### config.mk
export PLATFORM = sky130hd
export DESIGN_NAME = branch_resolve
export DESIGN_NICKNAME = d
export VERILOG_FILES = /design/src/rtl/branch_resolve.sv
export SDC_FILE = /design/constraint.sdc
export NUM_CORES = 1
export LEC_CHECK = 0
export CAP_MARGIN = 15
export CORE_ASPECT_RATIO = 1.5
export CORE_MARGIN = 2
export CORE_UTILIZATION = 55
export CTS_CLUSTER_SIZE = 10
export DETAILED_ROUTE_END_ITERATION = 6
export GPL_ROUTABILITY_DRIVEN = 0
export PLACE_DENSITY_LB_ADDON = 0.08
export SLEW_MARGIN = 20
export SYNTH_ARGS = -nofsm -noshare
export SYNTH_HDL_FRONTEND = slang
export SYNTH_SLANG_ARGS = --single-unit
export TNS_END_PERCENT = 10
### constraint.sdc
create_clock -name clk -period 7.65 [get_ports clk]
set_input_delay 1.53 -clock clk [delete_from_list [all_inputs] [get_ports clk]]
set_output_delay 1.53 -clock clk [all_outputs]
set_load 0.03 [all_outputs]
### src/rtl/branch_resolve.sv
`default_nettype none
// ============================================================================
//  Module      : branch_resolve
//  Description : EX-stage branch resolution. Holds per-branch prediction
//                metadata from IF in a small FIFO, matches it against the
//                resolved outcome, drives predictor training strobes, the
//                misprediction flush/redirect and saturating statistics.
//  Revision    : 1.0 - initial release
// ============================================================================
module branch_resolve #(
  parameter int DEPTH = 4,
  parameter int CNT_W = 32
) (
  input  logic             clk,
  input  logic             rst,
  input  logic             if_push,
  input  logic [31:0]      if_pc,
  input  logic             if_pred_T,
  input  logic             if_p1,
  input  logic             if_p2,
  input  logic [31:0]      if_target,
  output logic             if_full,
  input  logic             ex_resolve,
  input  logic [31:0]      ex_pc,
  input  logic             ex_T,
  input  logic [31:0]      ex_target,
  output logic             upd,
  output logic             upd_T,
  output logic [31:0]      upd_pc,
  output logic             p1_cor,
  output logic             p2_cor,
  output logic             flush,
  output logic [31:0]      redirect_pc,
  output logic [CNT_W-1:0] br_count,
  output logic [CNT_W-1:0] mp_count
);

  localparam int c_AW = $clog2(DEPTH);
  localparam logic [c_AW:0]    c_PTR_ONE = {{c_AW{1'b0}}, 1'b1};
  localparam logic [CNT_W-1:0] c_CNT_ONE = {{(CNT_W-1){1'b0}}, 1'b1};

  // FIFO storage and pointers (extra MSB distinguishes full from empty)
  logic [31:0] r_mem_pc  [DEPTH];
  logic [31:0] r_mem_tgt [DEPTH];
  logic        r_mem_t   [DEPTH];
  logic        r_mem_p1  [DEPTH];
  logic        r_mem_p2  [DEPTH];
  logic [c_AW:0] r_rd_ptr;
  logic [c_AW:0] r_wr_ptr;

  // Registered outputs
  logic             r_upd;
  logic             r_upd_T;
  logic [31:0]      r_upd_pc;
  logic             r_p1_cor;
  logic             r_p2_cor;
  logic             r_flush;
  logic [31:0]      r_redirect_pc;
  logic [CNT_W-1:0] r_br_count;
  logic [CNT_W-1:0] r_mp_count;

  logic        w_empty;
  logic        w_full;
  logic        w_resolve;
  logic        w_pop;
  logic        w_push;
  logic        w_hit;
  logic        w_mispred;
  logic [31:0] w_head_pc;
  logic [31:0] w_head_tgt;
  logic        w_head_t;
  logic        w_head_p1;
  logic        w_head_p2;

  // Queue status, head entry and the resolve comparison
  always_comb begin
    w_empty    = (r_rd_ptr == r_wr_ptr);
    w_full     = (r_rd_ptr[c_AW] != r_wr_ptr[c_AW]) &&
                 (r_rd_ptr[c_AW-1:0] == r_wr_ptr[c_AW-1:0]);
    // A resolve arriving in a flush cycle belongs to a squashed instruction
    w_resolve  = ex_resolve && !r_flush;
    w_pop      = w_resolve && !w_empty;
    // A pop in the same cycle frees a slot, so a full queue can still accept
    w_push     = if_push && !r_flush && (!w_full || w_pop);
    w_head_pc  = r_mem_pc [r_rd_ptr[c_AW-1:0]];
    w_head_tgt = r_mem_tgt[r_rd_ptr[c_AW-1:0]];
    w_head_t   = r_mem_t  [r_rd_ptr[c_AW-1:0]];
    w_head_p1  = r_mem_p1 [r_rd_ptr[c_AW-1:0]];
    w_head_p2  = r_mem_p2 [r_rd_ptr[c_AW-1:0]];
    w_hit      = !w_empty && (w_head_pc == ex_pc);
    w_mispred  = !w_hit || (w_head_t != ex_T) || (ex_T && (w_head_tgt != ex_target));
  end

  // Metadata storage; contents are only meaningful between the pointers
  always_ff @(posedge clk) begin
    if (w_push) begin
      r_mem_pc [r_wr_ptr[c_AW-1:0]] <= if_pc;
      r_mem_tgt[r_wr_ptr[c_AW-1:0]] <= if_target;
      r_mem_t  [r_wr_ptr[c_AW-1:0]] <= if_pred_T;
      r_mem_p1 [r_wr_ptr[c_AW-1:0]] <= if_p1;
      r_mem_p2 [r_wr_ptr[c_AW-1:0]] <= if_p2;
    end
  end

  // Pointer update; a flush discards every in-flight entry
  always_ff @(posedge clk or negedge rst) begin
    if (!rst) begin
      r_rd_ptr <= '0;
      r_wr_ptr <= '0;
    end else if (r_flush) begin
      r_rd_ptr <= r_wr_ptr;
    end else begin
      if (w_pop)  r_rd_ptr <= r_rd_ptr + c_PTR_ONE;
      if (w_push) r_wr_ptr <= r_wr_ptr + c_PTR_ONE;
    end
  end

  // Training strobes and redirect, registered one cycle after resolve
  always_ff @(posedge clk or negedge rst) begin
    if (!rst) begin
      r_upd         <= 1'b0;
      r_upd_T       <= 1'b0;
      r_upd_pc      <= '0;
      r_p1_cor      <= 1'b0;
      r_p2_cor      <= 1'b0;
      r_flush       <= 1'b0;
      r_redirect_pc <= '0;
    end else begin
      r_upd    <= w_resolve;
      r_p1_cor <= w_resolve && w_hit && (w_head_p1 == ex_T);
      r_p2_cor <= w_resolve && w_hit && (w_head_p2 == ex_T);
      r_flush  <= w_resolve && w_mispred;
      if (w_resolve) begin
        r_upd_T       <= ex_T;
        r_upd_pc      <= ex_pc;
        r_redirect_pc <= ex_T ? ex_target : (ex_pc + 32'd4);
      end
    end
  end

  // Saturating statistics, updated on the same edge as the strobes
  always_ff @(posedge clk or negedge rst) begin
    if (!rst) begin
      r_br_count <= '0;
      r_mp_count <= '0;
    end else if (w_resolve) begin
      if (r_br_count != '1) r_br_count <= r_br_count + c_CNT_ONE;
      if (w_mispred && (r_mp_count != '1)) r_mp_count <= r_mp_count + c_CNT_ONE;
    end
  end

  assign if_full     = w_full;
  assign upd         = r_upd;
  assign upd_T       = r_upd_T;
  assign upd_pc      = r_upd_pc;
  assign p1_cor      = r_p1_cor;
  assign p2_cor      = r_p2_cor;
  assign flush       = r_flush;
  assign redirect_pc = r_redirect_pc;
  assign br_count    = r_br_count;
  assign mp_count    = r_mp_count;

endmodule
`default_nettype wire

==> out/summary.txt, run 1 <==
status: complete, no violations
Synth top cells by count: edfxtp_1 (268), nand2_1 (169), dfrtp_1 (139), xnor2_1 (117), mux4_2 (56)
Switching Share: 0.296
overall die area: 32900 µm²
max-slew violations: 0
Psw: 1.95 mW
DRT iter0 DRCs: 842
Nets: 1628
Final period util: 0.563
crit path kind: reg2out
top cell type's share of synthesized area: 0.465
EDFF count, synth: 268
Die Y: 221 µm
top-level I/O count: 270
clock latency on the worst-skew pair: 0.54 ns
worst r2r src: r_rd_ptr[0]
syn_area_per_cell: 14.3 µm²
global-route wire length before repair: 65200 µm
largest net degree at the start of global routing: 99
CTS max path bufs: 3
Seq/Total Area, Yosys: 0.666
crit path launch: r_rd_ptr[1]
Mapped Area: 17300 µm²
Yosys Warn Count: 0
CTS Sinks: 407
asr flop ratio synth: 0.342
library cells used by synthesis: 48
routed vias: 10900
GR Overflow Total: 0
Critical Path End Type: primary output
maximum net fanout on the critical path: 53
setup slack after layout: 3.34 ns
pre-CTS worst setup slack: 2.80 ns
final period demand of the worst path: 4.31 ns
Fin. Hold Viols: 0
Min-Delay Path Class: reg2reg
pin slew with the least headroom to its limit: 0.953 ns
Starting Density: 0.557
initial antenna violation count: 5
CP max stage cell: dfrtp_4
Data arrival, critical path: 2.78 ns
number of CTS-inserted buffers: 46
PostCTS Resize Cnt: 0
Cell Rows: 79
count of state elements after synthesis: 407
sum of negative setup slack: 0 ns
core area: 31000 µm²
final setup violating endpoints: 0
top-count cell post-synth: edfxtp_1
Register Area: 11500 µm²
dominant cell type by area after synthesis: edfxtp_1
Post-Syn Nets: 1350
DRC: 0
clk_skew: 0.0128 ns
hold_sp: upd_pc[24]
antenna-violating nets left: 0
Gate power share: 0.253
P_leak: 7.94 nW
CP max stage delay: 1.02 ns
area grow syn2layout: 25.4%
ys flop type: edfxtp_1
root buffer cell: clkbuf_16
I/O Buffers: 269
Req. time, crit path: 6.12 ns
critical path cell sequence: xor2_1 -> nor3_1 -> clkdlybuf4s50_1
final total power: 6.60 mW
number of setup buffers added after CTS: 0
DR vias/cell: 5.63
GR Util All Layers: 0.267
slew margin rel.: 0.365
fillcell total: 2257
CTS tree: done
clock share of power: 0.302
Worst path top cell family by delay: flip-flops
vias in the first global route: 11100
WL per Instance: 22.5 µm
post-DP HPWL: 29900 µm
Clock transition at path regs: 0.05 ns
cell area power density: 304 nW/µm²
share of layout cells above drive strength 1: 0.0908
Buf/Inv on CP: 1
htree depth: 2
router iterations before antenna repair: 5
VDD IR max: 0.209 mV
unrepaired setup endpoints after global routing: false
Routed WL: 43300 µm
synth top area cells: edfxtp_1 (47%), dfrtp_1 (20%), mux4_2 (7.3%), xnor2_1 (5.9%), nand2_1 (3.7%)
Power Internal: 4.65 mW
Seq pwr share: 0.445
type of origin of the critical path: register
Post-Syn Instances: 1206
Max Cap Viol: 0
area used by multi-input combinational logic: 5450 µm²
FMAX: 232 MHz
Die W: 149 µm
cts hold-fix bufs: 0
-- metrics by stage --
stage               hold WS (ns)  utilization  area, µm²  cells
finish                     0.473        0.699      21700   1928
global route               0.491        0.699      21700   1928
CTS                        0.476        0.699      21700   1924
detailed placement         0.462        0.655      20300   1841
global placement           0.458        0.655      20300   1841
floorplan                  0.482            -      17300   1206
-- final cells by class --
cell class,instances,area share
clock inverters,1,0.000231
flip-flops and latches,407,0.532
repair buffers,279,0.127
multi-input cells,729,0.251
clock buffers,82,0.0622
diodes,4,0.000461
well taps,405,0.0234
inverters,21,0.00363
-- tightest hold or removal path, stage by stage (launching register included) --
cell and delay, ns:
dfrtp_1 0.34, nand2_1 0.05, nand2_1 0.05
-- layer usage --
metal  part of all wire  track usage  vias up
li1                   -            -     4974
met1               0.38        0.334     5383
met2               0.51        0.455      405
met3              0.067       0.0536       96
met4              0.042        0.112        2
met5            0.00030            0        -
-- power groups by stage --
stage          clock network, mW  registers, mW  logic, mW
3_5_place_dp                   0           2.99       1.68
6_report                    2.00           2.94       1.67
2_1_floorplan                  0           2.98       1.10
5_1_grt                     2.12           2.98       1.79
4_1_cts                     2.03           2.94       1.69
3_3_place_gp                   0           2.97       1.67
-- kinds of logic (layout without fill, tap and decap cells) --
logic type                 after synthesis  after routing  share of synthesized area
muxes                                   96             96                     0.0964
and+or+nand+nor                        370            370                      0.101
DFF                                    407            407                      0.666
adders and majority gates                8              8                    0.00579
xor gates and xnor gates               157            157                     0.0795
AOI/OAI and AO/OA                       98             98                     0.0313
buffers and inverters                   70            383                     0.0197
other                                    0              4                          0
-- placed cells by master, fill, tap and decap left out, types with 42 or more instances in the layout --
cell | netlist | final
edfxtp_1 | 268 | 268
clkdlybuf4s50_1 | 0 | 267
nand2_1 | 169 | 169
dfrtp_1 | 139 | 137
xnor2_1 | 117 | 117
mux4_2 | 56 | 56
nor2_1 | 54 | 54
clkbuf_16 | 0 | 49
o21ai_0 | 45 | 45
nand3_1 | 42 | 42
-- worst paths after layout --
kind | to | slack (ns) | cells past startpoint
max in group asynchronous | r_rd_ptr[0] | 5.31 | 2
min in group asynchronous | br_count[27] | 1.08 | 1
max reg2reg | mp_count[8] | 3.38 | 10
min reg2reg | upd_pc[24] | 0.47 | 2
max | if_full | 3.34 | 3
min | upd_pc[24] | 0.47 | 2
-- registers in the layout, summed over array words and instances, names as in the netlist --
| signal | flops |
|---|---|
| br_count | 32 |
| flush | 1 |
| mp_count | 32 |
| p1_cor | 1 |
| p2_cor | 1 |
| r_mem_p1 | 4 |
| r_mem_p2 | 4 |
| r_mem_pc | 128 |
| r_mem_t | 4 |
| r_mem_tgt | 128 |
| r_rd_ptr | 3 |
| r_wr_ptr | 3 |
| redirect_pc | 32 |
| upd | 1 |
| upd_T | 1 |
| upd_pc | 32 |
(Power assumes the default switching activity.)
==> run 2: changes to the inputs <==
--- a/config.mk
+++ b/config.mk
@@ -8,7 +8,7 @@
 export CAP_MARGIN = 15
 export CORE_ASPECT_RATIO = 1.5
 export CORE_MARGIN = 2
-export CORE_UTILIZATION = 55
+export CORE_UTILIZATION = 49
 export CTS_CLUSTER_SIZE = 10
 export DETAILED_ROUTE_END_ITERATION = 6
 export GPL_ROUTABILITY_DRIVEN = 0
==> constraint.sdc (replaced) <==
create_clock -name clk -period 3.8 [get_ports clk]
set_input_delay 0.76 -clock clk [delete_from_list [all_inputs] [get_ports clk]]
set_output_delay 0.76 -clock clk [all_outputs]
set_load 0.03 [all_outputs]
==> out/summary.txt, run 2 (synthesis results as in run 1) <==
share of layout cells above drive strength 1: 0.112 (was 0.0908)
Clock transition at path regs: 0.06 ns (was 0.05 ns)
maximum net fanout on the critical path: 20 (was 53)
cts hold-fix bufs: 0 (unchanged)
routed vias: 11000 (was 10900)
cell area power density: 607 nW/µm² (was 304 nW/µm²)
clk_skew: 0.0190 ns (was 0.0128 ns)
final total power: 13.4 mW (was 6.60 mW)
DR vias/cell: 5.40 (was 5.63)
global-route wire length before repair: 68000 µm (was 65200 µm)
type of origin of the critical path: register (unchanged)
DRC: 0 (unchanged)
CTS Sinks: 407 (unchanged)
number of setup buffers added after CTS: 0 (unchanged)
VDD IR max: 0.430 mV (was 0.209 mV)
I/O Buffers: 269 (unchanged)
vias in the first global route: 11200 (was 11100)
max-slew violations: 0 (unchanged)
PostCTS Resize Cnt: 0 (unchanged)
slew margin rel.: 0.342 (was 0.365)
Fin. Hold Viols: 0 (unchanged)
CTS tree: done (unchanged)
commonest non-fill, non-tap cell in the layout: edfxtp_1 (unchanged)
GR Util All Layers: 0.251 (was 0.267)
unrepaired setup endpoints after global routing: false (unchanged)
post-DP HPWL: 32700 µm (was 29900 µm)
most frequent cells in the layout: edfxtp_1 (268), clkdlybuf4s50_1 (267), nand2_1 (169), dfrtp_1 (137), xnor2_1 (117) (unchanged)
crit path kind: reg2out (unchanged)
Critical Path End Type: primary output (unchanged)
Nets: 1666 (was 1628)
Final period util: 0.960
P_leak: 8.13 nW (was 7.94 nW)
initial antenna violation count: 3 (was 5)
clock latency on the worst-skew pair: 0.56 ns (was 0.54 ns)
root buffer cell: clkbuf_16 (unchanged)
Data arrival, critical path: 2.89 ns (was 2.78 ns)
largest net degree at the start of global routing: 101 (was 99)
Die Y: 234 µm (was 221 µm)
WL per Instance: 22.4 µm (was 22.5 µm)
router iterations before antenna repair: 5 (unchanged)
DRT iter0 DRCs: 741 (was 842)
final hold slack: 0.181 ns (was 0.473 ns)
antenna-violating nets left: 0 (unchanged)
Die W: 157 µm (was 149 µm)
Routed WL: 45600 µm (was 43300 µm)
final setup violating endpoints: 0 (unchanged)
final period demand of the worst path: 3.65 ns
Starting Density: 0.496 (was 0.557)
pin slew with the least headroom to its limit: 0.984 ns (was 0.953 ns)
number of CTS-inserted buffers: 46 (unchanged)
overall die area: 36900 µm² (was 32900 µm²)
Max Cap Viol: 0 (unchanged)
core area: 34900 µm² (was 31000 µm²)
top-level I/O count: 270 (unchanged)
Req. time, crit path: 3.04 ns (was 6.12 ns)
htree depth: 2 (unchanged)
CTS max path bufs: 3 (unchanged)
Min-Delay Path Class: in2async (was reg2reg)
GR Overflow Total: 0 (unchanged)
sum of negative setup slack: 0 ns (unchanged)
FMAX: 274 MHz
area grow syn2layout: 27.8% (was 25.4%)
status: complete, no violations (unchanged)
Cell Rows: 84 (was 79)
## run 2: cell type report
cell class                      count  area (µm²)
Antenna cell                        1        2.50
Clock buffer                       81        1280
Clock inverter                      3        33.8
Fill cell                        2713       12800
Inverter                           21        78.8
Multi-Input combinational cell    729        5450
Sequential cell                   407       11500
Tap cell                          473         592
Timing Repair Buffer              317        3140
## run 2: final timing paths
kind	start	end	slack [ns]	cells past startpoint
worst max-delay path	r_rd_ptr[0]	if_full	0.15	5
worst min-delay path	rst	br_count[1]	0.18	1
worst max register to register	r_rd_ptr[0]	mp_count[8]	0.36	10
worst min register to register	upd_pc[9]	upd_pc[9]	0.47	2
max in group asynchronous	rst	upd_pc[13]	2.80	2
min in group clk	upd_pc[9]	upd_pc[9]	0.47	2
## run 2: where the power goes
part	total (mW)	switching, mW	leakage [nW]	internal, mW
clock network	3.94	1.66	0.624	2.27
registers	5.76	0.365	4.23	5.39
logic	3.72	1.99	3.27	1.74
## run 2: stage by stage
stage | std cells | cell area [µm²] | util | setup WS, ns
floorplan | 1206 | 17300 | - | -0.0172
global placement | 1947 | 20800 | 0.596 | 0.346
detailed placement | 1947 | 20800 | 0.596 | 0.205
CTS | 2031 | 22100 | 0.633 | 0.114
global route | 2032 | 22100 | 0.633 | 0.0519
finish | 2032 | 22100 | 0.633 | 0.152
## run 2: routing by layer
| metal | part of all wire | vias to the layer above | wire length [µm] | global-route usage |
|---|---|---|---|---|
| met3 | 0.063 | 83 | 2890 | 0.0477 |
| met4 | 0.037 | 4 | 1710 | 0.0991 |
| li1 | - | 5040 | - | - |
| met2 | 0.51 | 380 | 23400 | 0.434 |
| met5 | 0.00053 | - | 24 | 0 |
| met1 | 0.39 | 5463 | 17600 | 0.311 |
## run 2: worst max-delay path, cell delays in order, from the launching register on
cell	delay [ns]
dfrtp_4	0.64
buf_12	0.24
buf_4	0.19
xor2_1	0.16
nor3_1	0.30
clkdlybuf4s50_1	0.78
